**src/rtl/pc_pkg.sv**
```systemverilog
// Shared opcode and branch funct3 definitions for the program-counter unit.
package pc_pkg;

    localparam logic [6:0] OP_BRANCH = 7'b1100011;
    localparam logic [6:0] OP_JAL    = 7'b1101111;
    localparam logic [6:0] OP_JALR   = 7'b1100111;

    typedef enum logic [2:0] {
        BEQ  = 3'b000,
        BNE  = 3'b001,
        BLT  = 3'b100,
        BGE  = 3'b101,
        BLTU = 3'b110,
        BGEU = 3'b111
    } br_funct3_e;

endpackage

```
**src/rtl/pc_unit_branch_cmp.sv**
```systemverilog
// Combinational branch comparator: evaluates the funct3 condition on rs1v/rs2v.
module branch_cmp
    import pc_pkg::*;
#(
    parameter int unsigned XLEN = 32
) (
    input  logic [XLEN-1:0] rs1v,
    input  logic [XLEN-1:0] rs2v,
    input  logic [2:0]      funct3,
    output logic            cond
);

    always_comb begin
        cond = 1'b0;
        case (funct3)
            BEQ:     cond = (rs1v == rs2v);
            BNE:     cond = (rs1v != rs2v);
            BLT:     cond = ($signed(rs1v) <  $signed(rs2v));
            BGE:     cond = ($signed(rs1v) >= $signed(rs2v));
            BLTU:    cond = (rs1v <  rs2v);
            BGEU:    cond = (rs1v >= rs2v);
            default: cond = 1'b0;
        endcase
    end

endmodule

```
**src/rtl/pc_unit.sv**
```systemverilog
// Program-counter unit: PC / pc_old / pending-branch / instret registers.
// Optional misaligned-target trap enabled by defining PC_MISALIGN_TRAP_EN.
module pc_unit
    import pc_pkg::*;
#(
    parameter int unsigned     XLEN         = 32,
    parameter logic [XLEN-1:0] RESET_VECTOR = '0,
    parameter logic [XLEN-1:0] TRAP_VECTOR  = XLEN'('h100),
    parameter int unsigned     CNT_W        = 64
) (
    input  logic              clk,
    input  logic              rst,
    input  logic [XLEN-1:0]   alu_result,
    input  logic [6:0]        opcode,
    input  logic [2:0]        funct3,
    input  logic [XLEN-1:0]   rs1v,
    input  logic [XLEN-1:0]   rs2v,
    input  logic              cond_eval,
    input  logic              jump_sel,
    input  logic              pc_commit,
    output logic [XLEN-1:0]   pc,
    output logic [XLEN-1:0]   pc_plus4,
    output logic [XLEN-1:0]   pc_old,
    output logic              taken,
    output logic [CNT_W-1:0]  instret,
    output logic              misalign_trap,
    output logic [XLEN-1:0]   bad_target
);

    logic [XLEN-1:0]  pc_q, pc_d;
    logic [XLEN-1:0]  pc_old_q, pc_old_d;
    logic             taken_q, taken_d;
    logic [CNT_W-1:0] instret_q, instret_d;
    logic             cond, dec, teff, go;
    logic [XLEN-1:0]  target;

    branch_cmp #(.XLEN(XLEN)) u_branch_cmp (
        .rs1v   (rs1v),
        .rs2v   (rs2v),
        .funct3 (funct3),
        .cond   (cond)
    );

    assign pc_plus4 = pc_q + XLEN'(4);

    always_comb begin
        dec  = (opcode == OP_BRANCH) ? cond : ((opcode == OP_JAL) || (opcode == OP_JALR));
        // A same-cycle eval overrides the stored decision
        teff   = cond_eval ? dec : taken_q;
        go     = teff | jump_sel;
        target = go ? alu_result : pc_plus4;
        if (opcode == OP_JALR) begin
            target[0] = 1'b0;
        end
    end

`ifdef PC_MISALIGN_TRAP_EN
    logic            trap_q, trap_d;
    logic [XLEN-1:0] bad_q, bad_d;
    logic            misalign;

    always_comb begin
        misalign = go && (target[1:0] != 2'b00);
        trap_d   = pc_commit && misalign;
        bad_d    = trap_d ? target : bad_q;
    end

    always_ff @(posedge clk) begin
        if (rst) begin
            trap_q <= 1'b0;
            bad_q  <= '0;
        end else begin
            trap_q <= trap_d;
            bad_q  <= bad_d;
        end
    end

    assign misalign_trap = trap_q;
    assign bad_target    = bad_q;
`else
    logic unused_trap_vector;
    assign unused_trap_vector = ^TRAP_VECTOR;
    assign misalign_trap      = 1'b0;
    assign bad_target         = '0;
`endif

    always_comb begin
        pc_d      = pc_q;
        pc_old_d  = pc_old_q;
        instret_d = instret_q;
        taken_d   = taken_q;
        if (pc_commit) begin
`ifdef PC_MISALIGN_TRAP_EN
            pc_d = misalign ? TRAP_VECTOR : target;
`else
            pc_d = target & {{(XLEN-2){1'b1}}, 2'b00};
`endif
            pc_old_d  = pc_q;
            instret_d = instret_q + CNT_W'(1);
            taken_d   = 1'b0;
        end else if (cond_eval) begin
            taken_d = dec;
        end
    end

    always_ff @(posedge clk) begin
        if (rst) begin
            pc_q      <= RESET_VECTOR;
            pc_old_q  <= RESET_VECTOR;
            taken_q   <= 1'b0;
            instret_q <= '0;
        end else begin
            pc_q      <= pc_d;
            pc_old_q  <= pc_old_d;
            taken_q   <= taken_d;
            instret_q <= instret_d;
        end
    end

    assign pc      = pc_q;
    assign pc_old  = pc_old_q;
    assign taken   = taken_q;
    assign instret = instret_q;

endmodule

```
**config.mk**
```make
export PLATFORM = sky130hd
export DESIGN_NAME = pc_unit
export DESIGN_NICKNAME = d
export VERILOG_FILES = /design/src/rtl/pc_pkg.sv /design/src/rtl/pc_unit_branch_cmp.sv /design/src/rtl/pc_unit.sv
export SDC_FILE = /design/constraint.sdc
export NUM_CORES = 1
export LEC_CHECK = 0
export BUFFER_PORTS_ARGS = -buffer_cell sky130_fd_sc_hd__buf_2
export CAP_MARGIN = 0
export CORE_MARGIN = 2
export CORE_UTILIZATION = 50
export DETAILED_ROUTE_END_ITERATION = 16
export PLACE_DENSITY = 0.85
export SKIP_CTS_REPAIR_TIMING = 1
export SKIP_LAST_GASP = 1
export SLEW_MARGIN = 40
export SYNTH_ARGS = -nofsm -noshare
export SYNTH_HDL_FRONTEND = slang
export SYNTH_SLANG_ARGS = --single-unit
```
**constraint.sdc**
```tcl
create_clock -name clk -period 7.95 [get_ports clk]
set_input_delay 0.795 -clock clk [delete_from_list [all_inputs] [get_ports clk]]
set_output_delay 0.795 -clock clk [all_outputs]
set_load 0.01 [all_outputs]
```
==> run_summary.xml <==
<?xml version="1.0" encoding="UTF-8"?>
<metrics>
  <group name="timing">
    <metric name="post-route-period-util" unit="">0.504</metric>
    <metric name="achievable-frequency" unit="GHz">0.250</metric>
    <metric name="hold_viol" unit="">0</metric>
    <metric name="rsz0062_at_grt" unit="">no</metric>
    <metric name="timing_max_transition_violations_final" unit="">0</metric>
    <metric name="report.final.setup_viol" unit="">0</metric>
    <metric name="final.min_clock_period" unit="ns">4.01</metric>
    <metric name="worst_pin_slew" unit="ns">0.760</metric>
    <metric name="worst_slew_margin_rel" unit="">0.493</metric>
    <metric name="setup_clock_skew_after_layout" unit="ns">0.0100</metric>
    <metric name="finalSetupTns" unit="ns">0</metric>
  </group>
  <group name="hold_path">
    <metric name="holdCritPathClass" unit="">register to register</metric>
  </group>
  <group name="synth">
    <metric name="edff_count_synth" unit="">0</metric>
    <metric name="synth_cell_type_count" unit="">50</metric>
    <metric name="yosys-top-cells-area" unit="">sky130_fd_sc_hd__dfxtp_1, sky130_fd_sc_hd__mux2i_1, sky130_fd_sc_hd__ha_1</metric>
    <metric name="postSynthAreaPerCell" unit="um^2">8.27</metric>
    <metric name="syn-instance-count" unit="">861</metric>
    <metric name="synthDominantCellAreaShare" unit="">0.351</metric>
    <metric name="asyncSetResetFlopFracSynth" unit="">0</metric>
    <metric name="post-synth-top-area-cell" unit="">sky130_fd_sc_hd__dfxtp_1</metric>
    <metric name="mappedNetlistArea" unit="um^2">7120</metric>
    <metric name="yosysWarningCount" unit="">0</metric>
    <metric name="synth_sequential_area_ratio" unit="">0.351</metric>
    <metric name="flip_flop_and_latch_count_after_synthesis" unit="">125</metric>
    <metric name="ys.flop_type" unit="">sky130_fd_sc_hd__dfxtp_1</metric>
  </group>
  <group name="die">
    <metric name="coreArea" unit="um^2">13900</metric>
    <metric name="placementRows" unit="">43</metric>
    <metric name="die_h" unit="um">123</metric>
    <metric name="initial_utilization" unit="">0.513</metric>
    <metric name="fp.dieArea" unit="um^2">15200</metric>
    <metric name="dieWidth" unit="um">123</metric>
    <metric name="ios" unit="">305</metric>
  </group>
  <group name="cells_and_area">
    <metric name="layout.nets" unit="">1250</metric>
    <metric name="drive_gt1_frac" unit="">0.272</metric>
    <metric name="instances_no_fill" unit="">1300</metric>
    <metric name="areaGrowthSynthToFinish" unit="%">26.7</metric>
  </group>
  <group name="global_routing">
    <metric name="global_route.usage.total" unit="">0.239</metric>
    <metric name="first_global_vias" unit="">6201</metric>
    <metric name="gr-total-overflow" unit="">0</metric>
    <metric name="antenna_violations_before_repair" unit="">2</metric>
    <metric name="grt_first_pass_wirelength" unit="um">29100</metric>
    <metric name="grt_start_max_net_pins" unit="">73</metric>
  </group>
  <group name="place">
    <metric name="gpl.final_weighted_congestion" unit="">0.846</metric>
    <metric name="place.detailed.instances" unit="">1266</metric>
    <metric name="numPortBuffers" unit="">263</metric>
    <metric name="place_hpwl" unit="um">13600</metric>
  </group>
  <group name="routing">
    <metric name="drt_iter0_drc" unit="">335</metric>
    <metric name="route.detailed.vias_per_inst" unit="">5.26</metric>
    <metric name="final_antenna_net_count" unit="">0</metric>
    <metric name="drc" unit="">0</metric>
    <metric name="drt_first_pass_iters" unit="">4</metric>
    <metric name="wl_per_cell" unit="um">14.4</metric>
    <metric name="via_count" unit="">6836</metric>
    <metric name="detail_route.wirelength" unit="um">18800</metric>
  </group>
  <group name="setup_path">
    <metric name="worst_path_most_repeated_cell" unit="">sky130_fd_sc_hd__nand3_1</metric>
    <metric name="kind_of_end_point_of_the_critical_path" unit="">primary output</metric>
    <metric name="path_buf_inv" unit="">1</metric>
    <metric name="path_delay_family" unit="">simple AND/OR/NAND/NOR gates</metric>
    <metric name="arrival" unit="ns">3.21</metric>
    <metric name="worst-path-max-fanout" unit="">9</metric>
    <metric name="crit_type" unit="">register to primary output</metric>
    <metric name="cp_cell_sequence" unit="">and3_1 &gt; nand3_1 &gt; nor3_1 &gt; nand3_1 &gt; nor2_1 &gt; nand3_1 &gt; xnor2_1 &gt; buf_2</metric>
    <metric name="timing.critical_path.required" unit="ns">7.15</metric>
    <metric name="crit_start_category" unit="">register</metric>
    <metric name="critical-path-max-stage-delay" unit="ns">0.53</metric>
    <metric name="crit_path_top_delay_cell" unit="">sky130_fd_sc_hd__nor3_1</metric>
  </group>
  <group name="power">
    <metric name="p_comb_frac" unit="">0.119</metric>
    <metric name="power.ir.vdd_worst" unit="mV">0.139</metric>
    <metric name="total_switching_power" unit="uW">417</metric>
    <metric name="p_int" unit="uW">1310</metric>
    <metric name="power.sequential.fraction" unit="">0.388</metric>
    <metric name="power_density" unit="nW/um^2">191</metric>
    <metric name="leakagePower" unit="uW">0.00435</metric>
    <metric name="sw_frac_of_total" unit="">0.242</metric>
    <metric name="pwr-share-clk" unit="">0.493</metric>
  </group>
  <group name="job">
    <metric name="max-cap-violations" unit="">0</metric>
  </group>
  <group name="status">
    <metric name="run_status" unit="">completed</metric>
  </group>
  <group name="cts">
    <metric name="cts-root-to-sink-buffers" unit="">2</metric>
    <metric name="clock_insertion_delay_worst_skew" unit="ns">0.42</metric>
    <metric name="cts_tree" unit="">built</metric>
    <metric name="htree_num_levels" unit="">4</metric>
    <metric name="cts_root_buffer" unit="">sky130_fd_sc_hd__clkbuf_16</metric>
    <metric name="sinks_on_clock_net" unit="">125</metric>
    <metric name="cts-buffers-inserted" unit="">17</metric>
    <metric name="clk_pin_slew_worst_paths" unit="ns">0.06</metric>
  </group>
</metrics>
==> layer usage <==
metal,global-route usage,wire length [um]
met2,0.399,9170
met5,0,13
met1,0.276,7600
met3,0.0835,1550
met4,0.102,438
==> area by class of cell <==
type | instances | area [um^2]
multi-input cells | 655 | 4150
clock buffers | 22 | 464
fillers | 1127 | 4850
diodes | 2 | 5.00
well taps | 180 | 225
repair buffers | 266 | 1340
flip-flops and latches | 125 | 2500
clock inverters | 10 | 186
inverters | 40 | 150
==> metrics by stage <==
step,hold slack (ns),setup slack (ns),utilization,area (um^2),total power [uW]
finish,0.494,3.94,0.650,9030,1720
global route,0.514,3.81,0.650,9020,1790
CTS,0.495,3.98,0.650,9020,1730
detailed placement,0.478,3.95,0.603,8370,886
global placement,0.468,4.00,0.603,8370,881
floorplan,0.510,4.49,-,7270,823
==> kinds of logic after synthesis <==
kind of cell / Yosys count / share of synthesized area
simple gates: 346 / 0.235
mux: 61 / 0.0873
flops: 125 / 0.351
xor+xnor: 77 / 0.0947
compound gates: 98 / 0.0843
fa+ha+maj: 34 / 0.0597
other cells: 1 / 0.000526
buf+inv: 119 / 0.0871
==> path summary, 6_finish.rpt <==
check	startpoint	to	slack, ns	cells after the start
setup / recovery	pc[6]	pc_plus4[31]	3.94	8
hold / removal	pc_old[22]	pc_old[22]	0.49	2
setup reg to reg	pc[6]	pc[31]	4.99	9
hold reg to reg	pc_old[22]	pc_old[22]	0.49	2
==> sequential cells by signal (all words and copies together), names as in the netlist <==
| signal | flops |
|---|---|
| pc | 30 |
| instret | 64 |
| taken | 1 |
| pc_old | 30 |
==> cell usage after synthesis (2+ instances only) <==
master / n
sky130_fd_sc_hd__clkbuf_1: 31
sky130_fd_sc_hd__o21ai_0: 19
sky130_fd_sc_hd__nand3b_1: 2
sky130_fd_sc_hd__and2_1: 7
sky130_fd_sc_hd__nor2b_1: 5
sky130_fd_sc_hd__or3_1: 14
sky130_fd_sc_hd__buf_6: 3
sky130_fd_sc_hd__inv_1: 40
sky130_fd_sc_hd__dfxtp_1: 125
sky130_fd_sc_hd__nand4_1: 24
sky130_fd_sc_hd__a211oi_1: 2
sky130_fd_sc_hd__nand2b_1: 4
sky130_fd_sc_hd__nand2_1: 97
sky130_fd_sc_hd__ha_1: 34
sky130_fd_sc_hd__and3_1: 19
sky130_fd_sc_hd__xnor2_1: 35
sky130_fd_sc_hd__o22ai_1: 19
sky130_fd_sc_hd__mux2i_1: 52
sky130_fd_sc_hd__nand3_1: 34
sky130_fd_sc_hd__buf_1: 4
sky130_fd_sc_hd__or4_1: 9
sky130_fd_sc_hd__nor2_1: 96
sky130_fd_sc_hd__xor2_1: 42
sky130_fd_sc_hd__nor3_1: 14
sky130_fd_sc_hd__buf_4: 40
sky130_fd_sc_hd__a21oi_1: 35
sky130_fd_sc_hd__o211ai_1: 2
sky130_fd_sc_hd__and4_1: 9
sky130_fd_sc_hd__a31oi_1: 7
sky130_fd_sc_hd__mux2_1: 9
sky130_fd_sc_hd__a2bb2oi_1: 4
sky130_fd_sc_hd__nor4_1: 6
==> worst min-delay path, cell delays in order (launching register included) <==
cell                      delay (ns)
sky130_fd_sc_hd__dfxtp_1        0.32
sky130_fd_sc_hd__mux2i_1        0.06
sky130_fd_sc_hd__nor2_1         0.08
==> power groups by stage <==
stage          registers, uW  logic [uW]  clock network (uW)
6_report                 669         206                 850
5_1_grt                  671         228                 890
4_1_cts                  668         207                 859
3_5_place_dp             681         205                   0
3_3_place_gp             681         201                   0
2_1_floorplan            679         145                   0
==> layout by cell type (no fill, tap or decap), types with 35 or more instances in the layout <==
cell type,count
sky130_fd_sc_hd__a21oi_1,35
sky130_fd_sc_hd__buf_2,262
sky130_fd_sc_hd__conb_1,39
sky130_fd_sc_hd__dfxtp_1,125
sky130_fd_sc_hd__inv_1,39
sky130_fd_sc_hd__mux2i_1,52
sky130_fd_sc_hd__nand2_1,97
sky130_fd_sc_hd__nor2_1,96
sky130_fd_sc_hd__xnor2_1,35
sky130_fd_sc_hd__xor2_1,42
Note: power is estimated with default switching activity, not from simulation.
